## config.mk

```make
export PLATFORM = sky130hd
export DESIGN_NAME = jesd204b_tx_lane_seq
export DESIGN_NICKNAME = d
export VERILOG_FILES = /design/src/rtl/jesd204b_tx_pkg.sv /design/src/rtl/jesd204b_ilas_octet.sv /design/src/rtl/jesd204b_tx_lane_seq.sv
export SDC_FILE = /design/constraint.sdc
export NUM_CORES = 1
export LEC_CHECK = 0
export ABC_CLOCK_PERIOD_IN_PS = 2300
export BUFFER_PORTS_ARGS = -buffer_cell sky130_fd_sc_hd__buf_2
export CORE_MARGIN = 2
export CORE_UTILIZATION = 46
export CTS_CLUSTER_DIAMETER = 30
export CTS_CLUSTER_SIZE = 24
export DETAILED_ROUTE_END_ITERATION = 8
export PLACE_DENSITY = 0.82
export SLEW_MARGIN = 20
export SYNTH_ARGS = -nofsm -noshare
export SYNTH_HDL_FRONTEND = slang
export SYNTH_SLANG_ARGS = --single-unit
export TNS_END_PERCENT = 5
```

## constraint.sdc

```tcl
create_clock -name clk_i -period 2.3 [get_ports clk_i]
set_input_delay 0.23 -clock clk_i [delete_from_list [all_inputs] [get_ports clk_i]]
set_output_delay 0.23 -clock clk_i [all_outputs]
set_load 0.03 [all_outputs]
```

## src/rtl/jesd204b_tx_pkg.sv

```systemverilog
// Shared constants and types for the JESD204B transmit lane sequencer.
package jesd204b_tx_pkg;

  // Control characters (pre-8b/10b octet values, sent with K=1)
  localparam logic [7:0] K28_5 = 8'hBC;  // /K/ code-group sync
  localparam logic [7:0] K28_0 = 8'h1C;  // /R/ multiframe start
  localparam logic [7:0] K28_3 = 8'h7C;  // /A/ multiframe end
  localparam logic [7:0] K28_4 = 8'h9C;  // /Q/ config data follows

  // Initial lane alignment sequence shape
  localparam int unsigned ILAS_MULTIFRAMES = 4;
  localparam int unsigned CFG_OCTETS       = 14;
  localparam int unsigned CFG_WIDTH        = CFG_OCTETS * 8;

  typedef enum logic [1:0] {
    CGS  = 2'd0,
    ILAS = 2'd1,
    DATA = 2'd2
  } lane_state_e;

endpackage

```

## src/rtl/jesd204b_ilas_octet.sv

```systemverilog
// Combinational ILAS octet generator for one octet position j of multiframe m.
module jesd204b_ilas_octet
  import jesd204b_tx_pkg::*;
#(
  parameter int unsigned FK_OCTETS = 64,
  parameter int unsigned J_W       = 6
) (
  input  logic [1:0]           m_i,
  input  logic [J_W-1:0]       j_i,
  input  logic [CFG_WIDTH-1:0] cfg_i,
  output logic [7:0]           octet_o,
  output logic                 is_k_o
);

  // Priority: /R/, /A/, then the /Q/ + config block of multiframe 1, else ramp
  always_comb begin
    octet_o = 8'(j_i);
    is_k_o  = 1'b0;
    if (j_i == '0) begin
      octet_o = K28_0;
      is_k_o  = 1'b1;
    end else if (j_i == J_W'(FK_OCTETS - 1)) begin
      octet_o = K28_3;
      is_k_o  = 1'b1;
    end else if (m_i == 2'd1) begin
      if (j_i == J_W'(1)) begin
        octet_o = K28_4;
        is_k_o  = 1'b1;
      end else begin
        for (int n = 0; n < int'(CFG_OCTETS); n++) begin
          if (j_i == J_W'(n + 2)) octet_o = cfg_i[n*8 +: 8];
        end
      end
    end
  end

endmodule

```

## src/rtl/jesd204b_tx_lane_seq.sv

```systemverilog
// JESD204B transmit lane sequencer: CGS while SYNC~ is low, LMFC-aligned
// 4-multiframe ILAS after release, then registered user data.
module jesd204b_tx_lane_seq
  import jesd204b_tx_pkg::*;
#(
  parameter int unsigned PARALLEL_OCTETS = 4,
  parameter int unsigned DATA_WIDTH      = 32,
  parameter int unsigned F_OCTETS        = 2,
  parameter int unsigned K_FRAMES        = 32,
  parameter int unsigned RESYNC_CYCLES   = 4
) (
  input  logic                       clk_i,
  input  logic                       rst_i,
  input  logic                       sync_ni,
  input  logic                       sysref_i,
  input  logic [CFG_WIDTH-1:0]       ilas_cfg_i,
  input  logic [DATA_WIDTH-1:0]      tx_data_i,
  output logic                       tx_ready_o,
  output logic [DATA_WIDTH-1:0]      out_data_o,
  output logic [PARALLEL_OCTETS-1:0] out_char_is_k_o,
  output logic                       lmfc_o,
  output logic                       sync_err_o
);

  localparam int unsigned FK       = F_OCTETS * K_FRAMES;
  localparam int unsigned MF_BEATS = FK / PARALLEL_OCTETS;
  localparam int unsigned CNT_W    = (MF_BEATS > 1) ? $clog2(MF_BEATS) : 1;
  localparam int unsigned J_W      = $clog2(FK);
  localparam int unsigned LOW_W    = $clog2(RESYNC_CYCLES + 1);

  localparam logic [CNT_W-1:0]      CNT_LAST = CNT_W'(MF_BEATS - 1);
  localparam logic [LOW_W-1:0]      LOW_MAX  = LOW_W'(RESYNC_CYCLES);
  localparam logic [1:0]            MF_LAST  = 2'(ILAS_MULTIFRAMES - 1);
  localparam logic [DATA_WIDTH-1:0] CGS_WORD = DATA_WIDTH'({PARALLEL_OCTETS{K28_5}});

  lane_state_e                state_q, state_d;
  logic [CNT_W-1:0]           lmfc_cnt_q, lmfc_cnt_d;
  logic [1:0]                 mf_idx_q, mf_idx_d;
  logic [LOW_W-1:0]           low_cnt_q, low_cnt_d;
  logic                       sysref_q;
  logic [DATA_WIDTH-1:0]      out_data_q, out_data_d;
  logic [PARALLEL_OCTETS-1:0] out_k_q, out_k_d;
  logic                       tx_ready_q, tx_ready_d;
  logic                       lmfc_q, lmfc_d;
  logic                       sync_err_q, sync_err_d;

  logic [DATA_WIDTH-1:0]      ilas_data;
  logic [PARALLEL_OCTETS-1:0] ilas_k;
  logic                       sysref_rise;

  assign sysref_rise = sysref_i & ~sysref_q;

  // One ILAS generator per parallel octet; during ILAS the beat index is lmfc_cnt
  for (genvar g = 0; g < PARALLEL_OCTETS; g++) begin : g_octet
    logic [J_W-1:0] j_pos;
    assign j_pos = J_W'(int'(lmfc_cnt_q) * int'(PARALLEL_OCTETS) + g);

    jesd204b_ilas_octet #(
      .FK_OCTETS (FK),
      .J_W       (J_W)
    ) u_octet (
      .m_i     (mf_idx_q),
      .j_i     (j_pos),
      .cfg_i   (ilas_cfg_i),
      .octet_o (ilas_data[g*8 +: 8]),
      .is_k_o  (ilas_k[g])
    );
  end

  // State and output registers
  always_ff @(posedge clk_i or posedge rst_i) begin
    if (rst_i) begin
      state_q    <= CGS;
      lmfc_cnt_q <= '0;
      mf_idx_q   <= '0;
      low_cnt_q  <= '0;
      sysref_q   <= 1'b0;
      out_data_q <= CGS_WORD;
      out_k_q    <= '1;
      tx_ready_q <= 1'b0;
      lmfc_q     <= 1'b1;
      sync_err_q <= 1'b0;
    end else begin
      state_q    <= state_d;
      lmfc_cnt_q <= lmfc_cnt_d;
      mf_idx_q   <= mf_idx_d;
      low_cnt_q  <= low_cnt_d;
      sysref_q   <= sysref_i;
      out_data_q <= out_data_d;
      out_k_q    <= out_k_d;
      tx_ready_q <= tx_ready_d;
      lmfc_q     <= lmfc_d;
      sync_err_q <= sync_err_d;
    end
  end

  // Next-state, LMFC, SYNC~ monitor and next output word
  always_comb begin
    state_d    = state_q;
    lmfc_cnt_d = (lmfc_cnt_q == CNT_LAST) ? '0 : lmfc_cnt_q + CNT_W'(1);
    mf_idx_d   = mf_idx_q;
    low_cnt_d  = low_cnt_q;
    sync_err_d = 1'b0;
    out_data_d = CGS_WORD;
    out_k_d    = '1;

    case (state_q)
      CGS: begin
        low_cnt_d = '0;
        mf_idx_d  = '0;
        if (sysref_rise) lmfc_cnt_d = '0;
        if (sync_ni && (lmfc_cnt_q == CNT_LAST)) state_d = ILAS;
      end
      ILAS: begin
        out_data_d = ilas_data;
        out_k_d    = ilas_k;
        if (lmfc_cnt_q == CNT_LAST) begin
          mf_idx_d = mf_idx_q + 2'd1;
          if (mf_idx_q == MF_LAST) state_d = DATA;
        end
      end
      DATA: begin
        out_data_d = tx_data_i;
        out_k_d    = '0;
      end
      default: state_d = CGS;
    endcase

    // A long SYNC~ low overrides any ILAS progress; a short one is only reported
    if (state_q != CGS) begin
      if (!sync_ni) begin
        if (low_cnt_q != LOW_MAX) low_cnt_d = low_cnt_q + LOW_W'(1);
        if (low_cnt_d == LOW_MAX) begin
          state_d  = CGS;
          mf_idx_d = '0;
        end
      end else begin
        sync_err_d = (low_cnt_q != '0) && (low_cnt_q < LOW_MAX);
        low_cnt_d  = '0;
      end
    end

    tx_ready_d = (state_d == DATA);
    lmfc_d     = (lmfc_cnt_d == '0);
  end

  assign tx_ready_o      = tx_ready_q;
  assign out_data_o      = out_data_q;
  assign out_char_is_k_o = out_k_q;
  assign lmfc_o          = lmfc_q;
  assign sync_err_o      = sync_err_q;

endmodule

```

# Yosys cells after proc, flatten, opt, wreduce, memory -nomap -nowiden
# Cells that the tools add are included.
totals:
  in_bits: 148
  word_cells: 185
  out_inout_bits: 39
  regBits: 51
op_classes:
  n_bitwise: 2
  n_reduce_logical: 10
  n_lt_le_gt_ge: 1
  muxes: 97
  n_eq_ne: 59
  add_sub_neg: 6
op_table:
  columns: ["op", "count"]
  rows:
  - ["two-way mux 8 bit", 59]
  - ["equality test 6 x 4 -> 1 bit, second input constant", 24]
  - ["equality test 6 x 3 -> 1 bit, second input constant", 12]
  - ["one-hot mux 32 bit (2 select lines)", 1]
  - ["equality test 6 x 2 -> 1 bit, second input constant", 6]
  - ["logical NOT 6 bit", 4]
  - ["two-way mux 2 bit", 10]
  - ["equality test 6 x 1 -> 1 bit, second input constant", 3]
  - ["equality test 6 bit, second input constant", 3]
  - ["two-way mux 3 bit", 6]
  - ["two-way mux 1 bit", 15]
  - ["adder 6 x 2 -> 6 bit, second input constant", 2]
  - ["two-way mux 4 bit", 3]
  - ["equality test 4 x 2 -> 1 bit, second input constant", 2]
  - ["one-hot mux 4 bit (2 select lines)", 1]
  - ["adder 6 x 1 -> 6 bit, second input constant", 1]
  - ["equality test 2 bit, second input constant", 3]
  - ["one-hot mux 2 bit (3 select lines)", 1]
  - ["adder 4 x 1 -> 4 bit, second input constant", 1]
  - ["equality test 2 x 1 -> 1 bit, second input constant", 2]
  - ["equality test 4 x 1 -> 1 bit, second input constant", 1]
  - ["equality test 4 bit, second input constant", 1]
  - ["logical NOT 4 bit", 1]
  - ["one-hot mux 2 bit (2 select lines)", 1]
  - ["other kinds (11)", 12]

# Logic depth before layout (Yosys ltp)
# Gate-level depths: netlist of the first run.
depth:
  depth_word: 21
  mapped_depth: 9
  depth_no_buf: 6

# Modules after synthesis
# Synthesis of the first run repeated with hierarchy kept, for this count alone.
unflattened:
  hier_cells: 1182
  hier_area_um2: 8854.7
by_module_without_submodules:
  columns: ["module", "area_each_um2", "n_inst", "seq_area_each_um2", "cells_per_inst"]
  rows:
  - ["jesd204b_ilas_octet", 1645.3, 4, 0.0, 246]
  - ["jesd204b_tx_lane_seq", 2273.4, 1, 1307.5, 198]

# Least setup slack after synthesis of the first run
# OpenSTA, ideal clock, no wires.
synth_timing:
  path_kind: "register to register"
  start: "reg lmfc_cnt_q[1]"
  end: "reg out_data_q[21], in the netlist out_data_o[21]"
  n_path_buf: 3
  stages_incl_launch_ff: 10
  setup_slack_ns: 0.352
  arrival_time_ns: 1.865
  setup_ns: 0.083
  period_less_slack_ns: 1.948
  cell_sequence: "dfrtp_1 -> clkbuf_1 -> inv_1 -> ha_1 -> buf_6 -> nor2b_4 -> buf_6 -> a221oi_2 -> o31ai_1 -> a221o_1"
synth_via:
  elab_chain_cells: 21
  word_cells_on_any_way: 37
  classes_between: "add/sub: 1; eq/ne: 16; mux: 19; reduce/logical: 1"
synth_lines:
  columns: ["element", "line_no", "source"]
  rows:
  - ["start: declaration", "jesd204b_tx_lane_seq.sv:37", "logic [CNT_W-1:0] lmfc_cnt_q, lmfc_cnt_d;"]
  - ["start signal: assignment", "jesd204b_tx_lane_seq.sv:85", "lmfc_cnt_q <= lmfc_cnt_d;"]
  - ["adder 6 x 2 -> 6 bit *", "jesd204b_tx_lane_seq.sv:56", "assign j_pos = J_W'(int'(lmfc_cnt_q) * int'(PARALLEL_OCTETS) + g);"]
  - ["equality test 6 x 2 -> 1 bit", "jesd204b_ilas_octet.sv:31", "if (j_i == J_W'(n + 2)) octet_o = cfg_i[n*8 +: 8];"]
  - ["two-way mux 8 bit (14 in a row)", "jesd204b_ilas_octet.sv:31", null]
  - ["two-way mux 8 bit", "jesd204b_ilas_octet.sv:26", "if (j_i == J_W'(1)) begin"]
  - ["two-way mux 8 bit", "jesd204b_ilas_octet.sv:25", "end else if (m_i == 2'd1) begin"]
  - ["two-way mux 8 bit", "jesd204b_ilas_octet.sv:22", "end else if (j_i == J_W'(FK_OCTETS - 1)) begin"]
  - ["two-way mux 8 bit *", "jesd204b_ilas_octet.sv:19", "if (j_i == '0) begin"]
  - ["one-hot mux 32 bit (2 select lines) *", "jesd204b_tx_lane_seq.sv:107", "case (state_q)"]
  - ["net out_data_d[21]", "jesd204b_tx_lane_seq.sv:41", "logic [DATA_WIDTH-1:0] out_data_q, out_data_d;"]
  - ["end signal: assignment", "jesd204b_tx_lane_seq.sv:89", "out_data_q <= out_data_d;"]
  - ["end: declaration", "jesd204b_tx_lane_seq.sv:41", null]
# The timed path passes the listed nets; every way through them passes the cells marked *.

# Worst setup path in the final report of the first run
layout_timing:
  start: "reg lmfc_cnt_q[1]"
  end: "reg out_data_q[26], in the netlist out_data_o[26]"
# The elaborated chain is that of the path after synthesis.

==> flow_summary.ini, run 1 <==
[setup_path]
ff2ff_setup_slack_ns = 0.19
worstSetupStartpoint = lmfc_cnt_q[1]
reg2reg_from = lmfc_cnt_q[1]
r2r-end = out_data_o[26]
cp.required_ns = 2.51
endpoint_kind = flop
cp_max_fo = 16
startpoint_type = flop
critical_path_arrival_ns = 2.32
endpoint = out_data_o[26]
reg2regPathDepth = 7
criticalPathCategory = flop to flop

[run_status]
status = finished clean

[floorplan]
die_w_um = 91.27
rows = 31
pin_count = 187
coreArea_um2 = 7331
fp.dieH_um = 91.27
start_util = 0.4779
dieArea_um2 = 8330

[synth]
async_flop_share = 1.000
yosysWarnings = 0
synth_top_family_by_area = compound AO/OA/AOI/OAI gates
synth_area_leaders = dfstp_2, dfrtp_1, nand2_1
synth_mux_area_frac = 0.002857
synth_edf_count = 0
syn_nets = 559
syn_avg_cell_area_um2 = 8.780
yosysUniqueCellTypes = 62
synth_xor_area_frac = 0.007500
synthFlopType = dfrtp_1
netlist_area_um2 = 3503
synth_compound_area_frac = 0.3043
ys_seq_area_frac = 0.3732
synth_top_area_frac = 0.1875
yosysTopAreaCell = dfstp_2
synth_simple_gate_area_frac = 0.1982
ys_ff_latch = 51
synthAdderAreaFrac = 0.04286
syn_inst = 399

[clocking]
clk_pin_slew_ns = 0.10
clock_latency_ns = 0.31
holdBufCountCts = 1
cts_buffers = 5
ctsResizeCount = 0
htree_levels = 2
post_cts_buffers = 0
cts_tree = yes
clkSinkCount = 51
clockBufferDepth = 2
cts_root_buf = clkbuf_8

[hold_path]
hold_path.startpoint = sysref_i
hold_depth = 1
holdCritPathClass = primary input to flop

[cells_and_area]
finalNetCount = 739
diodes = 0
layout_commonest_cell = buf_2
final_layout_size_suffix_gt1_frac = 0.4483
fill_cells = 639
area_delta_synth_final_pct = 32.46
final_cell_mix = buf_2, nand2_1, dfrtp_1
instances_no_fill = 679

[global_routing]
grt_max_degree = 27
antenna_found_initial = 0
grt_pass1_vias = 3808
grt_pass1_wl_um = 18910
grt-ovfl-total = 0
grt_usage = 0.2837

[pwr]
total_power_uw = 6002
ir_worst_vdd_uv = 807.1
p_leak_uw = 0.002225
power_density_nw_per_um2 = 1293

[run]
drv_cap = 0

[timing]
setup_viol_count_final = 0
fmax_mhz = 474.8
period_needed_ns = 2.106
max_slew_margin = 0.5343
final.period_utilization = 0.9158
setup_tns_ns = 0
clock_skew_ns = 0.007128
finalHoldViolCount = 0
report.final.slew_viol_count = 0
worst_pin_slew_ns = 0.6986
rsz0062_at_grt = no

[routing]
ant_nets = 0
wl_um = 12280
wire_per_inst_um = 18.09
via_per_inst = 5.884
drc_errors = 0
num_vias = 3995
drt_iter0_drc = 294
drt_pass1_iterations = 5

[placed_design]
io_buffers = 186
globalplace.congestion = 0.9014
place_inst = 670
place_hpwl_um = 9383
## cell usage after synthesis, types with 4 or more instances
library cell and count:
a21oi_1 24, a221o_1 11, a221oi_2 6, a31oi_1 12, a32o_1 5, and2_0 7
and2_1 4, and3_1 4, buf_2 16, buf_4 5, clkbuf_1 11, dfrtp_1 26
dfstp_2 25, ha_1 12, inv_1 15, nand2_1 57, nand2b_1 5, nand3_1 6
nand3b_1 6, nand4_1 5, nor2_1 23, nor2b_1 4, nor3b_1 4, o211ai_1 8
o21ai_0 21, o221ai_1 6, o22ai_1 6, o311a_1 4, o31ai_1 9
## registers in the layout, indices dropped and copies added (netlist names)
signal,count
low_cnt_q,3
state_q,2
sync_err_o,1
lmfc_o,1
tx_ready_o,1
lmfc_cnt_q,4
sysref_q,1
mf_idx_q,2
out_data_o,32
out_char_is_k_o,4
## area by class of cell
type | count | area, um2 | share of cell area
clock buffers | 7 | 86.33 | 0.01860
clock inverters | 1 | 8.758 | 0.001887
repair buffers | 208 | 1099 | 0.2367
well taps | 99 | 123.9 | 0.02669
inverters | 17 | 63.81 | 0.01375
flip-flops and latches | 51 | 1308 | 0.2817
multi-input cells | 296 | 1952 | 0.4206
## kinds of logic after synthesis
kind of cell,count (synthesis)
muxes,1
DFF,51
buffers and inverters,52
adders and majority gates,12
xor gates and xnor gates,3
and+or+nand+nor,138
AOI/OAI and AO/OA,142
## metal layers
layer / vias to the layer above / track usage / routed length (um)
li1: 1841 / - / -
met1: 1873 / 0.3782 / 5072
met2: 247 / 0.4667 / 5922
met3: 34 / 0.04564 / 975
met4: 0 / 0.1023 / 312
met5: - / 0 / 0
## how the worst min path moves through the flow
stage / end / slack [ns]
finish: sysref_q / 0.05
global route: sysref_q / 0.04
CTS: sysref_q / 0.05
detailed placement: out_data_o[24] / 0.32
global placement: out_data_o[25] / 0.31
floorplan: sysref_q / 0.26
## per-stage QoR
stage,hold WS (ns),setup WS [ns],utilization,cell area [um2]
after floorplan,0.2614,0.3519,-,3503
after CTS,0.04723,0.2562,0.6330,4641
final,0.04589,0.1937,0.6330,4641
after global placement,0.3121,0.3196,0.6187,4536
after detailed placement,0.3174,0.2843,0.6187,4536
after global routing,0.04359,0.04894,0.6330,4641
## critical path, stage by stage, from the launching register on
cell,delay [ns]
dfrtp_1,0.50
inv_1,0.17
ha_1,0.35
buf_4,0.28
nor3b_1,0.08
o31ai_1,0.29
a21oi_1,0.12
o31ai_1,0.22
## report_power, final
group | total [uW] | switching (uW) | internal (uW)
Sequential | 1600 | 201 | 1390
Combinational | 3850 | 2480 | 1370
Clock | 557 | 310 | 248
(Power assumes the default switching activity.)
==> run 2, diff against run 1 <==
--- a/config.mk
+++ b/config.mk
@@ -7,12 +7,14 @@
 export LEC_CHECK = 0
 export ABC_CLOCK_PERIOD_IN_PS = 2300
 export BUFFER_PORTS_ARGS = -buffer_cell sky130_fd_sc_hd__buf_2
-export CORE_MARGIN = 2
-export CORE_UTILIZATION = 46
+export CORE_MARGIN = 4
+export CORE_UTILIZATION = 47
+export CTS_BUF_LIST = sky130_fd_sc_hd__clkbuf_8
 export CTS_CLUSTER_DIAMETER = 30
 export CTS_CLUSTER_SIZE = 24
 export DETAILED_ROUTE_END_ITERATION = 8
-export PLACE_DENSITY = 0.82
+export MAX_ROUTING_LAYER = met4
+export PLACE_DENSITY = 0.83
 export SLEW_MARGIN = 20
 export SYNTH_ARGS = -nofsm -noshare
 export SYNTH_HDL_FRONTEND = slang
==> run 2 against run 1 <==
Against the previous run: worst setup slack better by 0.0079 ns; cell count up 0.29%; largest power group unchanged; sequential power down 4%; combinational power up 4%; non-clock buffer count up 2; global-route usage up 2.8 points; wire length up 12%; final area up 0.67%; clock power up 5.2%; core utilization up 1.1 points; flip-flop and latch count unchanged; highest routed layer unchanged; sequential share of layout area down 0.19 points.
==> flow_summary.ini, run 2 (synthesis results as in run 1) <==
[floorplan]
dieArea_um2 = 8899
die_w_um = 94.34
rows = 31
pin_count = 187
fp.dieH_um = 94.34
start_util = 0.4830
coreArea_um2 = 7253

[cells_and_area]
diodes = 0
finalNetCount = 741
layout_commonest_cell = buf_2
final_layout_size_suffix_gt1_frac = 0.4519
area_delta_synth_final_pct = 33.36
fill_cells = 662
fin_util = 0.6441
final_cell_mix = buf_2, nand2_1, dfrtp_1
largest_reg_flops = 32

[setup_path]
endpoint_kind = flop
cp_slowest_cell = ha_2
cp_cell_sequence = buf_4 -> ha_2 -> inv_1 -> o41a_1 -> o211ai_1 -> nand4_1
slowest_delay_ns = 0.51
ff2ff_setup_slack_ns = 0.20
cp_max_fo = 25
startpoint_type = flop
cp.required_ns = 2.51
criticalPathCategory = flop to flop
critical_path_arrival_ns = 2.30

[pwr]
p_leak_uw = 0.002238
ir_worst_vdd_uv = 666.3
total_power_uw = 6135
power_density_nw_per_um2 = 1313

[routing]
drc_errors = 0
via_per_inst = 5.994
wl_um = 13770
drt_pass1_iterations = 5
wire_per_inst_um = 20.22
num_vias = 4082
drt_iter0_drc = 357
ant_nets = 0

[global_routing]
grt-ovfl-total = 0
grt_pass1_wl_um = 21000
grt_usage = 0.3120
antenna_found_initial = 0
grt_max_degree = 29
grt_pass1_vias = 3994

[clocking]
post_cts_buffers = 0
cts_buffers = 5
htree_levels = 2
clockBufferDepth = 2
clk_pin_slew_ns = 0.11
clock_latency_ns = 0.31
clkSinkCount = 51
cts_tree = yes
cts_root_buf = clkbuf_8

[hold_path]
holdCritPathClass = primary input to flop

[timing]
finalHoldViolCount = 0
fmax_mhz = 476.6
rsz0062_at_grt = no
worst_pin_slew_ns = 0.7459
period_needed_ns = 2.098
clock_skew_ns = 0.008689
report.final.slew_viol_count = 0
max_slew_margin = 0.5027
final.period_utilization = 0.9123
setup_viol_count_final = 0
setup_tns_ns = 0

[run]
drv_cap = 0

[placed_design]
io_buffers = 186
globalplace.congestion = 0.9613
place_hpwl_um = 10910

[run_status]
status = finished clean
## run 2: cell types whose count changed in the layout (fill, tap and decap cells not counted), sizes merged
| cell | delta |
|---|---|
| clkbuf | -1 |
| buf | +2 |
| clkinvlp | +1 |
## run 2: worst paths after layout
kind                                from              to  cells past startpoint
setup / recovery           lmfc_cnt_q[1]  out_data_o[19]                      6
hold / removal                  sysref_i        sysref_q                      1
setup reg to reg           lmfc_cnt_q[1]  out_data_o[19]                      6
hold reg to reg             low_cnt_q[2]      sync_err_o                      1
max in group asynchronous          rst_i   out_data_o[5]                      4
min in group asynchronous          rst_i  out_data_o[25]                      3
## run 2: what timing repair did
item	in CTS	in global routing
resized for setup	0	1
hold buffers	1	0
endpoints found under the setup margin	0	1
hold endpoints to repair	5	0
## run 2: cell type report
| type | count | area (um2) | share of cell area |
|---|---|---|---|
| clock buffer | 6 | 82.58 | 0.01768 |
| timing repair buffer | 210 | 1126 | 0.2410 |
| inverter | 17 | 63.81 | 0.01366 |
| sequential | 51 | 1308 | 0.2799 |
| multi-input combinational | 296 | 1952 | 0.4178 |
| clock inverter | 2 | 16.27 | 0.003482 |
| tap | 99 | 123.9 | 0.02651 |
## run 2: critical path: cells and delay by family, from the launching register on
| kind | cells | cell delay [ns] |
|---|---|---|
| AOI/OAI and AO/OA | 2 | 0.60 |
| adders and majority gates | 1 | 0.51 |
| buffers and inverters | 2 | 0.32 |
| DFF | 1 | 0.39 |
| and+or+nand+nor | 1 | 0.17 |
## run 2: report_power, final
group          leakage (uW)  switching [uW]  internal (uW)
combinational       0.00160            2600           1420
clock             0.0000474             339            247
sequential         0.000586             140           1400
## run 2: layer usage
| layer | up-vias | global-route usage | routed length (um) |
|---|---|---|---|
| li1 | 1839 | - | - |
| met1 | 1929 | 0.4366 | 5465 |
| met2 | 285 | 0.4569 | 6325 |
| met3 | 29 | 0.07331 | 1663 |
| met4 | 0 | 0.07822 | 314 |
| met5 | - | - | 0 |
## run 2: metrics by stage
step	std cells	worst slack [ns]	cell area (um2)	hold WS, ns
2_1_floorplan	399	0.3519	3503	0.2614
3_3_place_gp	672	0.3129	4561	0.2415
3_5_place_dp	672	0.2080	4561	0.2466
4_1_cts	681	0.1551	4669	0.03448
5_1_grt	681	0.1311	4672	0.03762
6_report	681	0.2016	4672	0.03741
==> run 3, diff against run 2 <==
--- a/config.mk
+++ b/config.mk
@@ -5,7 +5,7 @@
 export SDC_FILE = /design/constraint.sdc
 export NUM_CORES = 1
 export LEC_CHECK = 0
-export ABC_CLOCK_PERIOD_IN_PS = 2300
+export ABC_CLOCK_PERIOD_IN_PS = 2000
 export BUFFER_PORTS_ARGS = -buffer_cell sky130_fd_sc_hd__buf_2
 export CORE_MARGIN = 4
 export CORE_UTILIZATION = 47
==> constraint.sdc (replaced) <==
create_clock -name clk_i -period 2 [get_ports clk_i]
set_input_delay 0.2 -clock clk_i [delete_from_list [all_inputs] [get_ports clk_i]]
set_output_delay 0.2 -clock clk_i [all_outputs]
set_load 0.03 [all_outputs]
==> run 3 against run 2 <==
Against the previous run: cell count increased by 1.0%; core utilization rose by 1.6 points; count of clock-buffer cells in the layout unchanged; clock power grew 11%; sequential share of layout area decreased by 0.67 points; largest power group unchanged; largest cell class unchanged.
==> flow_summary.ini, run 3 (synthesis results as in run 1) <==
[run_status]
status = finished clean

[hold_path]
hold_path.startpoint = tx_data_i[15]
hold_depth = 3
hold_path_end = out_data_o[15]
holdCritPathClass = primary input to flop

[cells_and_area]
area_delta_synth_final_pct = 36.61
final_cell_mix = buf_2, nand2_1, dfrtp_1
fill_cells = 629
largest_reg_flops = 32
finalNetCount = 748
stdcell_area_um2 = 4786
fin_util = 0.6598
diodes = 0
final_layout_size_suffix_gt1_frac = 0.4669
layout_commonest_cell = buf_2

[floorplan]
dieArea_um2 = 8899
pin_count = 187
rows = 31
coreArea_um2 = 7253
start_util = 0.4830
die_w_um = 94.34
fp.dieH_um = 94.34

[setup_path]
startpoint_type = flop
r2r-end = out_data_o[12]
critical_path_arrival_ns = 2.14
cp_slowest_cell = dfrtp_1
critPathBufInv = 2
crit_family = compound AO/OA/AOI/OAI gates
ff2ff_setup_slack_ns = 0.10
slowest_delay_ns = 0.41
endpoint_kind = flop
cp.required_ns = 2.24
criticalPathCategory = flop to flop
worstSetupStartpoint = lmfc_cnt_q[0]
reg2reg_from = lmfc_cnt_q[0]
reg2regPathDepth = 7
cp_max_fo = 24
cp_cell_sequence = inv_1 -> ha_2 -> buf_12 -> nand3b_1 -> a21oi_1 -> a211o_1 -> a221o_1

[global_routing]
grt_pass1_vias = 4010
grt_pass1_wl_um = 20000
grt_usage = 0.3002
antenna_found_initial = 0
grt-ovfl-total = 0
grt_max_degree = 52

[timing]
fmax_mhz = 527.5
final.period_utilization = 0.9479
period_needed_ns = 1.896
finalHoldViolCount = 0
setup_viol_count_final = 0
rsz0062_at_grt = yes
report.final.slew_viol_count = 0
max_slew_margin = 0.7110
clock_skew_ns = 0.005559
worst_pin_slew_ns = 0.4311

[routing]
wl_um = 13680
drc_errors = 0
drt_pass1_iterations = 6
num_vias = 4176
via_per_inst = 6.070
wire_per_inst_um = 19.88
ant_nets = 0
drt_iter0_drc = 443

[pwr]
ir_worst_vdd_uv = 810.7
pwr-share-comb = 0.667
sequentialPowerShare = 0.243
swShare = 0.4953
power_density_nw_per_um2 = 1517
intPower_uw = 3665
power_switching_uw = 3597
p_leak_uw = 0.002283
p_clk_frac = 0.089

[placed_design]
place_hpwl_um = 10760
io_buffers = 186
globalplace.congestion = 0.9308
place_area_um2 = 4643

[clocking]
cts_buffers = 5
clockBufferDepth = 2
clock_latency_ns = 0.31
post_cts_buffers = 0
clkSinkCount = 51
cts_tree = yes
htree_levels = 2
cts_root_buf = clkbuf_8
clk_pin_slew_ns = 0.09

[run]
drv_cap = 0
-- run 3: cell types whose count changed in the layout (fill, tap and decap cells not counted), sizes merged --
cell	before	now
buf	209	215
dlygate4sd3	1	2
-- run 3: layout make-up --
| type | count | area, um2 | share of cell area |
|---|---|---|---|
| multi-input cells | 296 | 1973 | 0.4123 |
| flip-flops and latches | 51 | 1308 | 0.2732 |
| repair buffers | 217 | 1219 | 0.2546 |
| well taps | 99 | 123.9 | 0.02588 |
| clock buffers | 6 | 82.58 | 0.01725 |
| inverters | 17 | 63.81 | 0.01333 |
| clock inverters | 2 | 16.27 | 0.003399 |
-- run 3: how the worst max path moves through the flow --
stage | depth (start not counted) | endpoint
CTS | 7 | out_data_o[12]
floorplan | 9 | out_data_o[21]
global placement | 6 | out_data_o[20]
finish | 7 | out_data_o[12]
detailed placement | 6 | out_data_o[20]
global route | 7 | out_data_o[12]
-- run 3: stage by stage --
step | setup WS (ns) | cells | setup TNS [ns] | hold WS, ns | total power, uW
after floorplan | 0.05192 | 399 | 0 | 0.2314 | 5004
after CTS | 0.06844 | 687 | 0 | 0.002865 | 7142
after global routing | -0.01250 | 688 | -0.01250 | 0.1158 | 7664
after global placement | 0.06933 | 678 | 0 | 0.2649 | 6358
after detailed placement | 0.02056 | 678 | 0 | 0.2721 | 6454
final | 0.1042 | 688 | 0 | 0.1205 | 7262
-- run 3: what timing repair did --
item | in CTS | in global routing
hold buffers | 1 | 1
setup endpoints to repair | 1 | 10
gates resized for setup | 1 | 6
endpoints found under the hold margin | 26 | 1
-- run 3: metal layers --
metal,vias up,GRT usage,share of wire
li1,1859,-,-
met1,1949,0.4067,0.40
met2,330,0.4415,0.47
met3,38,0.07251,0.11
met4,0,0.1011,0.025
met5,-,-,0
-- run 3: power by group through the flow --
| stage | clock network, uW | logic, uW | registers [uW] |
|---|---|---|---|
| 2_1_floorplan | 0 | 2470 | 2540 |
| 4_1_cts | 669 | 4710 | 1760 |
| 3_5_place_dp | 0 | 4670 | 1780 |
| 3_3_place_gp | 0 | 4590 | 1770 |
| 5_1_grt | 706 | 5150 | 1800 |
| 6_report | 649 | 4850 | 1770 |
-- run 3: tightest hold or removal path, delay by kind of cell --
kind	cells	cell delay [ns]
buffers and inverters	1	0.08
AO/OA/AOI/OAI	1	0.07
AND/OR/NAND/NOR	1	0.05
